[config.mk]
export PLATFORM = sky130hd
export DESIGN_NAME = seg_display_arbiter
export DESIGN_NICKNAME = d
export VERILOG_FILES = /design/src/rtl/seg_pkg.sv /design/src/rtl/rr_pick.sv /design/src/rtl/seg_display_arbiter.sv
export SDC_FILE = /design/constraint.sdc
export NUM_CORES = 1
export LEC_CHECK = 0
export BUFFER_PORTS_ARGS = -buffer_cell sky130_fd_sc_hd__buf_4
export CORE_MARGIN = 10
export CORE_UTILIZATION = 39
export CTS_CLUSTER_SIZE = 30
export DETAILED_ROUTE_END_ITERATION = 8
export HOLD_SLACK_MARGIN = 0.08
export PLACE_DENSITY = 0.72
export REMOVE_ABC_BUFFERS = 1
export SLEW_MARGIN = 5
export SYNTH_ARGS = -nofsm -noshare
export SYNTH_HDL_FRONTEND = slang
export SYNTH_SLANG_ARGS = --single-unit
[constraint.sdc]
create_clock -name clk -period 6.1 [get_ports clk]
set_clock_uncertainty 0.1 [all_clocks]
set_input_delay 0 -clock clk [delete_from_list [all_inputs] [get_ports clk]]
set_output_delay 0 -clock clk [all_outputs]
set_load 0.05 [all_outputs]
[src/rtl/seg_pkg.sv]
// Shared definitions for the seven-segment display arbiter: default widths,
// the owner state enum and the display saturation helper.
package seg_pkg;

  localparam int VAL_W_DEF   = 16;
  localparam int MAX_VAL_DEF = 9999;

  typedef enum logic {
    IDLE  = 1'b0,
    OWNED = 1'b1
  } state_t;

  // Clamp a value to the largest number the four digits can show.
  function automatic logic [31:0] sat_value(input logic [31:0] value,
                                            input logic [31:0] max_value);
    return (value > max_value) ? max_value : value;
  endfunction

endpackage

[src/rtl/rr_pick.sv]
// Combinational round-robin search over requesters 1..N_REQ-1, starting at ptr
// and wrapping back to index 1.
module rr_pick #(
  parameter int N_REQ = 3,
  parameter int PTR_W = $clog2(N_REQ)
) (
  input  logic [N_REQ-1:1] req,
  input  logic [PTR_W-1:0] ptr,
  output logic [N_REQ-1:1] pick,
  output logic             found
);

  int idx;

  always_comb begin
    pick  = '0;
    found = 1'b0;
    idx   = 1;
    for (int o = 0; o < N_REQ - 1; o++) begin
      idx = ((int'(ptr) - 1 + o) % (N_REQ - 1)) + 1;
      if (!found && req[idx]) begin
        pick[idx] = 1'b1;
        found     = 1'b1;
      end
    end
  end

endmodule

[src/rtl/seg_display_arbiter.sv]
// Arbitrates ownership of the 4-digit display: urgent requester 0 preempts,
// the others rotate round-robin after a minimum dwell.
// Optional blinking of the urgent owner: define SEG_DISPLAY_ARBITER_BLINK_EN.
module seg_display_arbiter
  import seg_pkg::*;
#(
  parameter int N_REQ        = 3,
  parameter int VAL_W        = VAL_W_DEF,
  parameter int MAX_VAL      = MAX_VAL_DEF,
  parameter int HOLD_CYCLES  = 50000000,
  parameter int BLINK_CYCLES = 25000000
) (
  input  logic                   clk,
  input  logic                   reset,
  input  logic [N_REQ-1:0]       req,
  input  logic [N_REQ*VAL_W-1:0] req_value,
  output logic [N_REQ-1:0]       grant,
  output logic [VAL_W-1:0]       disp_value,
  output logic                   disp_blank,
  output logic                   switch_pulse
);

  localparam int PTR_W = $clog2(N_REQ);
  localparam int DW    = $clog2(HOLD_CYCLES);
  localparam logic [N_REQ-1:0] URGENT = N_REQ'(1);

  if (HOLD_CYCLES < 2 || BLINK_CYCLES < 1) begin : g_bad_param
    $error("seg_display_arbiter: HOLD_CYCLES must be >= 2 and BLINK_CYCLES >= 1");
  end

  state_t             state, state_nxt;
  logic [N_REQ-1:0]   grant_nxt, arb;
  logic [PTR_W-1:0]   rr_ptr, rr_ptr_nxt;
  logic [DW-1:0]      dwell;
  logic               dwell_done;
  logic [N_REQ-1:1]   masked, rr_hit;
  logic               rr_found;
  logic [VAL_W-1:0]   val_sel;
  logic               grant_change;

  // The current owner is masked out so rotation always lands on someone else.
  assign masked       = req[N_REQ-1:1] & ~grant[N_REQ-1:1];
  assign dwell_done   = (dwell == DW'(HOLD_CYCLES - 1));
  assign grant_change = (grant_nxt != grant);

  rr_pick #(.N_REQ(N_REQ), .PTR_W(PTR_W)) u_rr_pick (
    .req   (masked),
    .ptr   (rr_ptr),
    .pick  (rr_hit),
    .found (rr_found)
  );

  always_comb begin
    arb = '0;
    if (req[0])        arb = URGENT;
    else if (rr_found) arb = {rr_hit, 1'b0};

    grant_nxt = grant;
    case (state)
      IDLE: grant_nxt = arb;
      OWNED: begin
        if (!(|(req & grant)))
          grant_nxt = arb;
        else if (req[0] && !grant[0])
          grant_nxt = URGENT;
        else if (!grant[0] && dwell_done && rr_found)
          grant_nxt = {rr_hit, 1'b0};
      end
      default: grant_nxt = '0;
    endcase
    state_nxt = (|grant_nxt) ? OWNED : IDLE;
  end

  // Owner's value and the pointer that resumes rotation just after the new owner.
  always_comb begin
    rr_ptr_nxt = rr_ptr;
    val_sel    = '0;
    for (int k = 0; k < N_REQ; k++) begin
      if (grant_nxt[k]) begin
        val_sel = req_value[k*VAL_W +: VAL_W];
        if (k != 0)
          rr_ptr_nxt = (k == N_REQ - 1) ? PTR_W'(1) : PTR_W'(k + 1);
      end
    end
  end

  always_ff @(posedge clk) begin
    if (reset) begin
      state        <= IDLE;
      grant        <= '0;
      rr_ptr       <= PTR_W'(1);
      dwell        <= '0;
      switch_pulse <= 1'b0;
      disp_value   <= '0;
    end else begin
      state        <= state_nxt;
      grant        <= grant_nxt;
      rr_ptr       <= rr_ptr_nxt;
      switch_pulse <= grant_change;
      if (grant_change)
        dwell <= '0;
      else if (state == OWNED && !dwell_done)
        dwell <= dwell + DW'(1);
      if (|grant_nxt)
        disp_value <= VAL_W'(sat_value(32'(val_sel), 32'(MAX_VAL)));
    end
  end

`ifdef SEG_DISPLAY_ARBITER_BLINK_EN
  localparam int BW = (BLINK_CYCLES > 1) ? $clog2(BLINK_CYCLES) : 1;

  logic [BW-1:0] blink_cnt;
  logic          blank_r;

  // Urgent owner blinks starting from the shown phase; other owners stay lit.
  always_ff @(posedge clk) begin
    if (reset) begin
      blink_cnt <= '0;
      blank_r   <= 1'b1;
    end else if (grant_change) begin
      blink_cnt <= '0;
      blank_r   <= ~|grant_nxt;
    end else if (grant_nxt[0]) begin
      if (blink_cnt == BW'(BLINK_CYCLES - 1)) begin
        blink_cnt <= '0;
        blank_r   <= ~blank_r;
      end else begin
        blink_cnt <= blink_cnt + BW'(1);
      end
    end else begin
      blank_r <= ~|grant_nxt;
    end
  end

  assign disp_blank = blank_r;
`else
  assign disp_blank = ~|grant;
`endif

endmodule

==> impl_results.md, run 1 <==
* Gr usage total at 0.153
* Power density cells at 224 nW/um^2
* Peak supply drop at 133 uV
* Yosys warnings at 0
* Share of cells above drive strength 1 at 0.233
* Asr flop ratio synth at 0
* I/O Pins at 74
* P&R area growth vs syn at 35.1%
* Post_cts resized at 0
* Synth cell types at 53
* Port buffer count at 73
* Chip height at 101 um
* CTS Sinks at 49
* Antenna cells at 0
* Hold Vio Cnt, Final at 0
* CORE AREA at 6350 um^2
* Number of synthesized flops with an enable pin at 0
* Final WL at 7890 um
* Chip Width at 101 um
* Yosys reg bits at 49
* Setup Total Neg Slack at 0 ns
* Critical path class: register to register
* Post-synth top area share at 0.384
* Crit. End Element: register
* Critical path arrival at 4.57 ns
* Synth Flop Type: dfxtp_1
* Critical-path cell list: ha_1 -> and4b_1 -> nand4_1 -> nor4_1 -> o21a_1 -> nor2_1 -> a21o_1 -> or4_4 -> a311oi_1 -> dlygate4sd3_1
* DR DRC count at 0
* Max Cap Viol at 0
* First-pass GRT wire length at 12800 um
* Slew at the pin with the worst max-slew slack at 0.870 ns
* Synth top cells by count: nor2_1 (56), dfxtp_1 (49), nand2_1 (22), o21ai_0 (16), xnor2_1 (14)
* Router iterations before antenna repair at 5
* DP HPWL at 5840 um
* Placed cell count at 446
* Initial antenna violation count at 0
* CTS Buf Count at 5
* Worst Path Buf+Inv at 1
* Average size of a mapped cell at 8.29 um^2
* Largest net degree at the start of global routing at 27
* Wire per inst at 16.7 um
* Die Area at 10200 um^2
* Max Freq at 0.227 GHz
* Worst Path Max Fanout at 26
* Post CTS Setup Buffer Count at 0
* Vias in the first global route at 2533
* Deepest clock path buffer count at 2
* Setup violation total in the final timing report at 0
* Worst-Skew Late Latency at 0.32 ns
* Final ANT Viol Nets at 0
* Leakage power at 1.32 nW
* Initial DRC Count at 143
* Global route overflow at 0
* Worst Setup Start Kind: register
* Register area share after synthesis at 0.384
* Starting density of the core at 0.402
* Vias per Instance at 5.61
* H-tree depth at 2
* Post-Synthesis Cells at 308
* Min cycle time layout at 4.40 ns
* CP max-delay cell: o21a_1
* Outcome: finished clean
* Cell taking the most area after synthesis: dfxtp_1
* Final Cycle Share at 0.721
* Row count at 29
* RePlAce Congestion at 0.872
* Final slew viol count at 0
* Nets at 448
* Via count at 2650
* Area contributors post-synth: dfxtp_1 (38%), nor2_1 (8.2%), xnor2_1 (4.8%)
* CP peak stage delay at 0.79 ns
* Synthesized cell area at 2550 um^2
* Max-slew headroom at 0.419
* Reg clk slew, reported paths at 0.10 ns
* Utilization after layout at 0.543
* Finished Layout Cells at 472
* Required @ worst endpoint at 6.27 ns
* RSZ-0062 raised after global routing: false
* Clock root cell: clkbuf_8
* Hold_buf cts at 18
* TritonCTS clock tree: yes
* Most frequent cell after synthesis: nor2_1
* Worst hold path class: input port to register
* Worst path top cell family by delay: simple AND/OR/NAND/NOR gates
## layer usage
layer  track usage  wire, um
met3        0.0432       670
met2         0.249      3630
met1         0.189      3460
met5             0         0
met4        0.0504       131
## cells in the final DEF, fill, tap and decap left out, types with 3 or more instances in the layout
| cell | count |
|---|---|
| nor3_1 | 8 |
| a21oi_1 | 8 |
| a221oi_1 | 3 |
| nand4_1 | 6 |
| buf_4 | 75 |
| nand3_1 | 11 |
| nor4_1 | 5 |
| o21a_1 | 3 |
| xor2_1 | 10 |
| a311oi_1 | 4 |
| a221o_1 | 8 |
| clkbuf_8 | 6 |
| o21ai_0 | 16 |
| a211oi_1 | 4 |
| nor2_1 | 56 |
| nand2_1 | 22 |
| dlygate4sd3_1 | 18 |
| and2_1 | 3 |
| dfxtp_1 | 49 |
| nand2b_1 | 3 |
| or3_1 | 5 |
| o41ai_1 | 4 |
| inv_1 | 4 |
| o211ai_1 | 6 |
| and3_1 | 7 |
| xnor2_1 | 14 |
## cell type report
| type | instances | area (um^2) |
|---|---|---|
| Clock buffer | 7 | 86.3 |
| Timing Repair Buffer | 93 | 743 |
| Multi-Input combinational cell | 241 | 1500 |
| Clock inverter | 1 | 30.0 |
| Fill cell | 602 | 2900 |
| Inverter | 4 | 15.0 |
| Sequential cell | 49 | 981 |
| Tap cell | 77 | 96.3 |
## sequential cells by signal, indices dropped and copies added, names as in the netlist
signal	cells
rr_ptr	2
state	1
grant	3
switch_pulse	1
dwell	26
disp_value	16
## worst paths after layout
kind	startpoint	end	slack (ns)	depth (start not counted)
setup / recovery	dwell[1]	disp_value[3]	1.70	10
hold / removal	req_value[8]	disp_value[8]	0.12	4
setup reg to reg	dwell[1]	disp_value[3]	1.70	10
hold reg to reg	disp_value[13]	disp_value[13]	0.37	2
## where the power goes
group / internal (mW) / switching (mW) / total [mW]
logic: 0.0759 / 0.108 / 0.184
registers: 0.333 / 0.0109 / 0.344
clock network: 0.134 / 0.110 / 0.244
## worst min-delay path, cell delays in order
cell     delay, ns
buf_4         0.08
a221o_1       0.12
o21ai_0       0.13
a21oi_1       0.17
## through the flow
step | total power [mW] | setup slack, ns | hold WS (ns) | area [um^2]
5_1_grt | 0.803 | 1.28 | 0.194 | 3450
4_1_cts | 0.777 | 1.79 | 0.109 | 3450
6_report | 0.772 | 1.70 | 0.119 | 3450
3_5_place_dp | 0.523 | 2.33 | 0.220 | 3150
2_1_floorplan | 0.451 | 2.71 | -0.0309 | 2490
3_3_place_gp | 0.522 | 2.46 | 0.219 | 3150
## kinds of logic after synthesis
family	after synthesis	share of synthesized area
compound gates	76	0.223
flops	49	0.384
fa+ha+maj	1	0.00490
simple gates	139	0.272
xor+xnor	24	0.0823
mux	1	0.00392
buf+inv	18	0.0294
Note: power is estimated with default switching activity, not from simulation.
==> run 2: changes to the inputs <==
==> constraint.sdc (replaced) <==
create_clock -name clk -period 4.1 [get_ports clk]
set_clock_uncertainty 0.1 [all_clocks]
set_input_delay 0 -clock clk [delete_from_list [all_inputs] [get_ports clk]]
set_output_delay 0 -clock clk [all_outputs]
set_load 0.05 [all_outputs]
==> run 2 against run 1 <==
Net effect:
- sequential cell count did not move
- sequential power rose by 48%
- first-iteration DRC count rose by 22%
- clock-buffer cell count did not move
- core utilization rose by 0.20 points
- critical endpoint is now disp_value[11]
==> impl_results.md, run 2 (synthesized netlist as in run 1, its figures left out) <==
* Antenna cells at 0
* Global route overflow at 0
* CP most frequent cell: nor2_1
* GR met2 Demand/Resource at 0.240
* Biggest regs: dwell (26), disp_value (16), grant (3)
* Min cycle time layout at 3.75 ns
* CP max-delay cell: or4_4
* Slew at the pin with the worst max-slew slack at 1.07 ns
* Wire per inst at 16.3 um
* Worst-Skew Late Latency at 0.30 ns
* Worst path top cell family by delay: simple AND/OR/NAND/NOR gates
* Pwr Total at 1.09 mW
* Leakage power at 1.34 nW
* FF/Latch Area at 981 um^2
* Final design area excluding fillers at 3460 um^2
* Gr busiest metal: met2
* Post CTS Setup Buffer Count at 0
* Deepest clock path buffer count at 2
* Row count at 29
* Max Freq at 0.267 GHz
* Setup Total Neg Slack at 0 ns
* Power share of the sequential group at 0.467
* Power share of the combinational group at 0.255
* Number of flip-flops in the largest register at 26
* Reg with most FFs: dwell
* P&R area growth vs syn at 35.6%
* Critical-path cell list: ha_1 -> and4b_1 -> nand4_1 -> or4_4 -> a211o_1 -> a211oi_1 -> nor2_1 -> o41a_1 -> nor2_1 -> dlygate4sd3_1
* Footprint of the multi-input gates at 1500 um^2
* Final WL at 7780 um
* I/O Pins at 74
* Reg clk slew, reported paths at 0.09 ns
* H-tree depth at 2
* Peak supply drop at 181 uV
* Final Cycle Share at 0.914
* Largest net degree at the start of global routing at 27
* Crit. End Element: register
* Port buffer count at 73
* Hold_buf cts at 17
* Power density cells at 315 nW/um^2
* Chip Width at 101 um
* Worst hold path class: input port to register
* Max Cap Viol at 0
* Placed inst area at 3190 um^2
* Chip height at 101 um
* CTS Buf Count at 5
* First-pass GRT wire length at 12600 um
* Outcome: finished clean
* Met3 usage at 0.0439
* Final ANT Viol Nets at 0
* DR DRC count at 0
* # fillers at 612
* Share of cells above drive strength 1 at 0.246
* Worst Path Max Fanout at 12
* Initial DRC Count at 175
* Post_cts resized at 0
* Utilization after layout at 0.545
* CP peak stage delay at 0.57 ns
* Vias in the first global route at 2561
* Initial antenna violation count at 0
* Clk pwr share at 0.278
* Hold Vio Cnt, Final at 0
* DP HPWL at 5910 um
* TritonCTS clock tree: yes
* Gr usage total at 0.149
* Router iterations before antenna repair at 4
* RePlAce Congestion at 0.907
* Via count at 2626
* CTS Sinks at 49
* Sw Ratio at 0.301
* Max-slew headroom at 0.284
* Starting density of the core at 0.402
* Worst Path Buf+Inv at 1
* Clock root cell: clkbuf_8
* Net Sw Power at 329 uW
* Setup violation total in the final timing report at 0
* Die Area at 10200 um^2
* Worst Setup Start Kind: register
* RSZ-0062 raised after global routing: false
* Vias per Instance at 5.52
* Most frequent cells in the layout: buf_4 (80), nor2_1 (56), dfxtp_1 (49)
* Commonest non-fill, non-tap cell in the layout: buf_4
* CORE AREA at 6350 um^2
* Internal power at 763 uW
* Required @ worst endpoint at 4.24 ns
* Critical path arrival at 3.89 ns
* Nets at 452
* Critical path class: register to register
* Final slew viol count at 0
* Met1 Usage GRT at 0.185
==> run 2: cell types whose count changed in the layout (fill, tap and decap cells not counted), sizes merged <==
cell / delta
buf: +5
bufinv: -1
clkinv: +1
dlygate4sd3: -1
==> run 2: worst reg2reg max path, delay by kind of cell, from the launching register on <==
| family | cells | cell delay, ns |
|---|---|---|
| adders and majority gates | 1 | 0.23 |
| and+or+nand+nor | 5 | 1.25 |
| AOI/OAI and AO/OA | 3 | 1.19 |
| DFF | 1 | 0.38 |
| buffers and inverters | 1 | 0.56 |
==> run 2: path summary, 6_finish.rpt <==
| kind | start | end | slack, ns | depth (start not counted) |
|---|---|---|---|---|
| max | dwell[0] | disp_value[11] | 0.35 | 10 |
| min | req_value[47] | disp_value[7] | 0.16 | 4 |
| max reg2reg | dwell[0] | disp_value[11] | 0.35 | 10 |
| min reg2reg | disp_value[6] | disp_value[6] | 0.36 | 2 |
==> run 2: final cells by class <==
type	instances	share of cell area
clock buffer	7	0.0278
clock inverter	1	0.00145
inverter	4	0.00434
multi-input combinational	241	0.433
sequential	49	0.283
tap	77	0.0278
timing repair buffer	97	0.223
==> run 2: power by group through the flow <==
stage               clock network [mW]  logic [mW]  registers [mW]
floorplan                            0      0.0963           0.575
global placement                     0       0.259           0.521
detailed placement                   0       0.261           0.522
CTS                              0.315       0.278           0.510
global route                     0.335       0.301           0.513
finish                           0.303       0.279           0.510
==> run 2: metal layers <==
metal / routed length [um] / up-vias
met4: 120 / 0
met1: 3530 / 1214
met3: 646 / 10
li1: - / 1321
met5: 0 / -
met2: 3480 / 81
==> run 2: per-stage QoR <==
step | setup slack [ns] | instances | hold slack, ns
after floorplan | 0.705 | 294 | -0.0309
after detailed placement | 0.385 | 451 | 0.230
after global routing | 0.0746 | 476 | 0.209
final | 0.352 | 476 | 0.155
after CTS | 0.393 | 476 | 0.149
after global placement | 0.625 | 451 | 0.221
==> run 3: changes to the inputs <==
--- a/config.mk
+++ b/config.mk
@@ -5,14 +5,16 @@
 export SDC_FILE = /design/constraint.sdc
 export NUM_CORES = 1
 export LEC_CHECK = 0
+export ABC_AREA = 1
 export BUFFER_PORTS_ARGS = -buffer_cell sky130_fd_sc_hd__buf_4
 export CORE_MARGIN = 10
 export CORE_UTILIZATION = 39
 export CTS_CLUSTER_SIZE = 30
 export DETAILED_ROUTE_END_ITERATION = 8
 export HOLD_SLACK_MARGIN = 0.08
-export PLACE_DENSITY = 0.72
+export PLACE_DENSITY = 0.71
 export REMOVE_ABC_BUFFERS = 1
+export SETUP_SLACK_MARGIN = 0.4
 export SLEW_MARGIN = 5
 export SYNTH_ARGS = -nofsm -noshare
 export SYNTH_HDL_FRONTEND = slang
==> run 3 against run 2 <==
Net effect:
- worst setup slack better by 0.54 ns
- clock-buffer cell count is 1 lower
- sequential power hardly changed
- cell area is 12% higher
- hold slack worse by 0.054 ns
- register-to-register slack better by 0.54 ns
- via count is 18% higher
- critical path type unchanged
- largest cell class unchanged
- highest routed layer unchanged
==> impl_results.md, run 3 <==
* Outcome: finished clean
* Final WL at 7980 um
* Post-synth top area share at 0.329
* Vias in the first global route at 2977
* Critical path arrival at 3.36 ns
* Leakage power at 1.63 nW
* Setup violation total in the final timing report at 0
* H-tree depth at 2
* Router iterations before antenna repair at 5
* Biggest regs: dwell (26), disp_value (16), grant (3)
* DR DRC count at 0
* Wire per inst at 12.5 um
* DP HPWL at 6150 um
* CTS Buf Count at 5
* Peak supply drop at 160 uV
* Slew at the pin with the worst max-slew slack at 0.441 ns
* TritonCTS clock tree: yes
* Starting density of the core at 0.407
* # fillers at 708
* Final worst slack at 0.887 ns
* Register area share after synthesis at 0.329
* Min cycle time layout at 3.21 ns
* Worst Setup EP: disp_value[1]
* Asr flop ratio synth at 0
* Critical-path cell list: ha_1 -> nand3_1 -> nor2_1 -> nand3_1 -> nor2_4 -> nand2_1 -> nand3_2 -> nand2_4 -> nor2_2 -> nand2_2 -> nand4_1 -> dlygate4sd3_1 -> o21ai_2 -> inv_1
* Crit. path cell count at 14
* Vias per Instance at 4.88
* Power density cells at 302 nW/um^2
* Required @ worst endpoint at 4.25 ns
* Largest net degree at the start of global routing at 24
* Global route overflow at 0
* Hold slack final at 0.102 ns
* CP Launch Point: dwell[0]
* Critical path class: register to register
* Via count at 3107
* Final Cycle Share at 0.784
* Worst Setup Start Kind: register
* Most frequent cells in the layout: nand2_1 (110), buf_4 (73), nor2_1 (59)
* Synth top cells by count: nand2_1 (111), nor2_1 (59), inv_1 (54), dfxtp_1 (49), nand3_1 (45)
* Die Area at 11500 um^2
* P&R area growth vs syn at 30.4%
* Max Cap Viol at 0
* Worst path top cell family by delay: simple AND/OR/NAND/NOR gates
* Gr usage total at 0.138
* Average size of a mapped cell at 6.65 um^2
* Area contributors post-synth: dfxtp_1 (33%), nand2_1 (14%), nand3_1 (7.6%)
* Reg with most FFs: dwell
* Synthesized cell area at 2980 um^2
* Setup Total Neg Slack at 0 ns
* Number of flip-flops in the largest register at 26
* Chip Width at 107 um
* Yosys warnings at 0
* CP most frequent cell: nand3_1
* Worst Path Buf+Inv at 2
* Chip height at 107 um
* Nets at 591
* Final slew viol count at 0
* Reg clk slew, reported paths at 0.10 ns
* FF-to-FF End: disp_value[1]
* Yosys reg bits at 49
* Pwr Total at 1.17 mW
* RePlAce Congestion at 0.886
* Worst-Skew Late Latency at 0.31 ns
* CP peak stage delay at 0.60 ns
* Setup WS pre-CTS at 1.12 ns
* Hold Vio Cnt, Final at 0
* CORE AREA at 7330 um^2
* Crit. End Element: register
* Deepest clock path buffer count at 2
* Most frequent cell after synthesis: nand2_1
* Antenna cells at 0
* CP max-delay cell: dlygate4sd3_1
* Initial antenna violation count at 0
* Synth cell types at 43
* Share of cells above drive strength 1 at 0.243
* CTS Sinks at 49
* R2R cell count at 14
* Worst Path Max Fanout at 19
* Max-slew headroom at 0.706
* Worst r2r src: dwell[0]
* Post-Synthesis Cells at 448
* Clock root cell: clkbuf_8
* Max Freq at 0.311 GHz
* Synth Flop Type: dfxtp_1
* Worst hold path class: input port to register
* Final ANT Viol Nets at 0
* Number of synthesized flops with an enable pin at 0
* First-pass GRT wire length at 13500 um
* Initial DRC Count at 167
* Port buffer count at 73
* RSZ-0062 raised after global routing: false
* Row count at 31
* Setup slack, reg-to-reg at 0.89 ns
* Cell taking the most area after synthesis: dfxtp_1
* I/O Pins at 74
* Commonest non-fill, non-tap cell in the layout: nand2_1
run 3: metrics by stage:
step / utilization / std cells / cell area [um^2]
final: 0.530 / 637 / 3890
after global routing: 0.530 / 637 / 3890
after CTS: 0.530 / 637 / 3880
after detailed placement: 0.488 / 608 / 3570
after global placement: 0.488 / 608 / 3570
after floorplan: - / 436 / 2900
run 3: layout make-up:
class | count | area [um^2] | share of cell area
Clock buffer | 6 | 82.6 | 0.0212
Timing Repair Buffer | 94 | 758 | 0.195
Tap cell | 99 | 124 | 0.0319
Multi-Input combinational cell | 329 | 1700 | 0.439
Inverter | 58 | 220 | 0.0567
Sequential cell | 49 | 981 | 0.252
Clock inverter | 2 | 16.3 | 0.00419
run 3: worst min path at each step:
stage,from,to,cells past startpoint
2_1_floorplan,reset,disp_value[11],1
3_3_place_gp,reset,disp_value[14],2
3_5_place_dp,req_value[35],disp_value[3],5
4_1_cts,req_value[26],disp_value[10],7
5_1_grt,req_value[29],disp_value[13],7
6_report,req_value[26],disp_value[10],7
run 3: what timing repair did:
item	4_1_cts	5_1_grt
hold buffers	21	0
endpoints found under the hold margin	23	0
resized for setup	0	1
setup buffers	0	0
endpoints found under the setup margin	0	1
run 3: metal layers:
layer | track usage | part of all wire | up-vias
met4 | 0.0439 | 0.020 | 0
li1 | - | - | 1614
met3 | 0.0455 | 0.076 | 12
met2 | 0.222 | 0.45 | 102
met1 | 0.170 | 0.45 | 1379
met5 | 0 | 0 | -
run 3: worst min-delay path, cell delays in order:
cell	delay, ns
buf_4	0.07
inv_1	0.03
nand2_1	0.06
nand3_1	0.08
nand3_1	0.11
o21ai_2	0.07
inv_1	0.04
run 3: kinds of logic (layout without fill, tap and decap cells):
kind of cell | after synthesis | after routing | synth area share
DFF | 49 | 49 | 0.329
xor gates and xnor gates | 5 | 5 | 0.0147
buffers and inverters | 70 | 160 | 0.0999
and+or+nand+nor | 272 | 272 | 0.441
adders and majority gates | 1 | 1 | 0.00420
AOI/OAI and AO/OA | 51 | 51 | 0.111
run 3: power breakdown:
| group | switching [mW] | internal (mW) | total [mW] |
|---|---|---|---|
| registers | 0.0150 | 0.498 | 0.513 |
| clock network | 0.172 | 0.139 | 0.311 |
| logic | 0.217 | 0.132 | 0.349 |
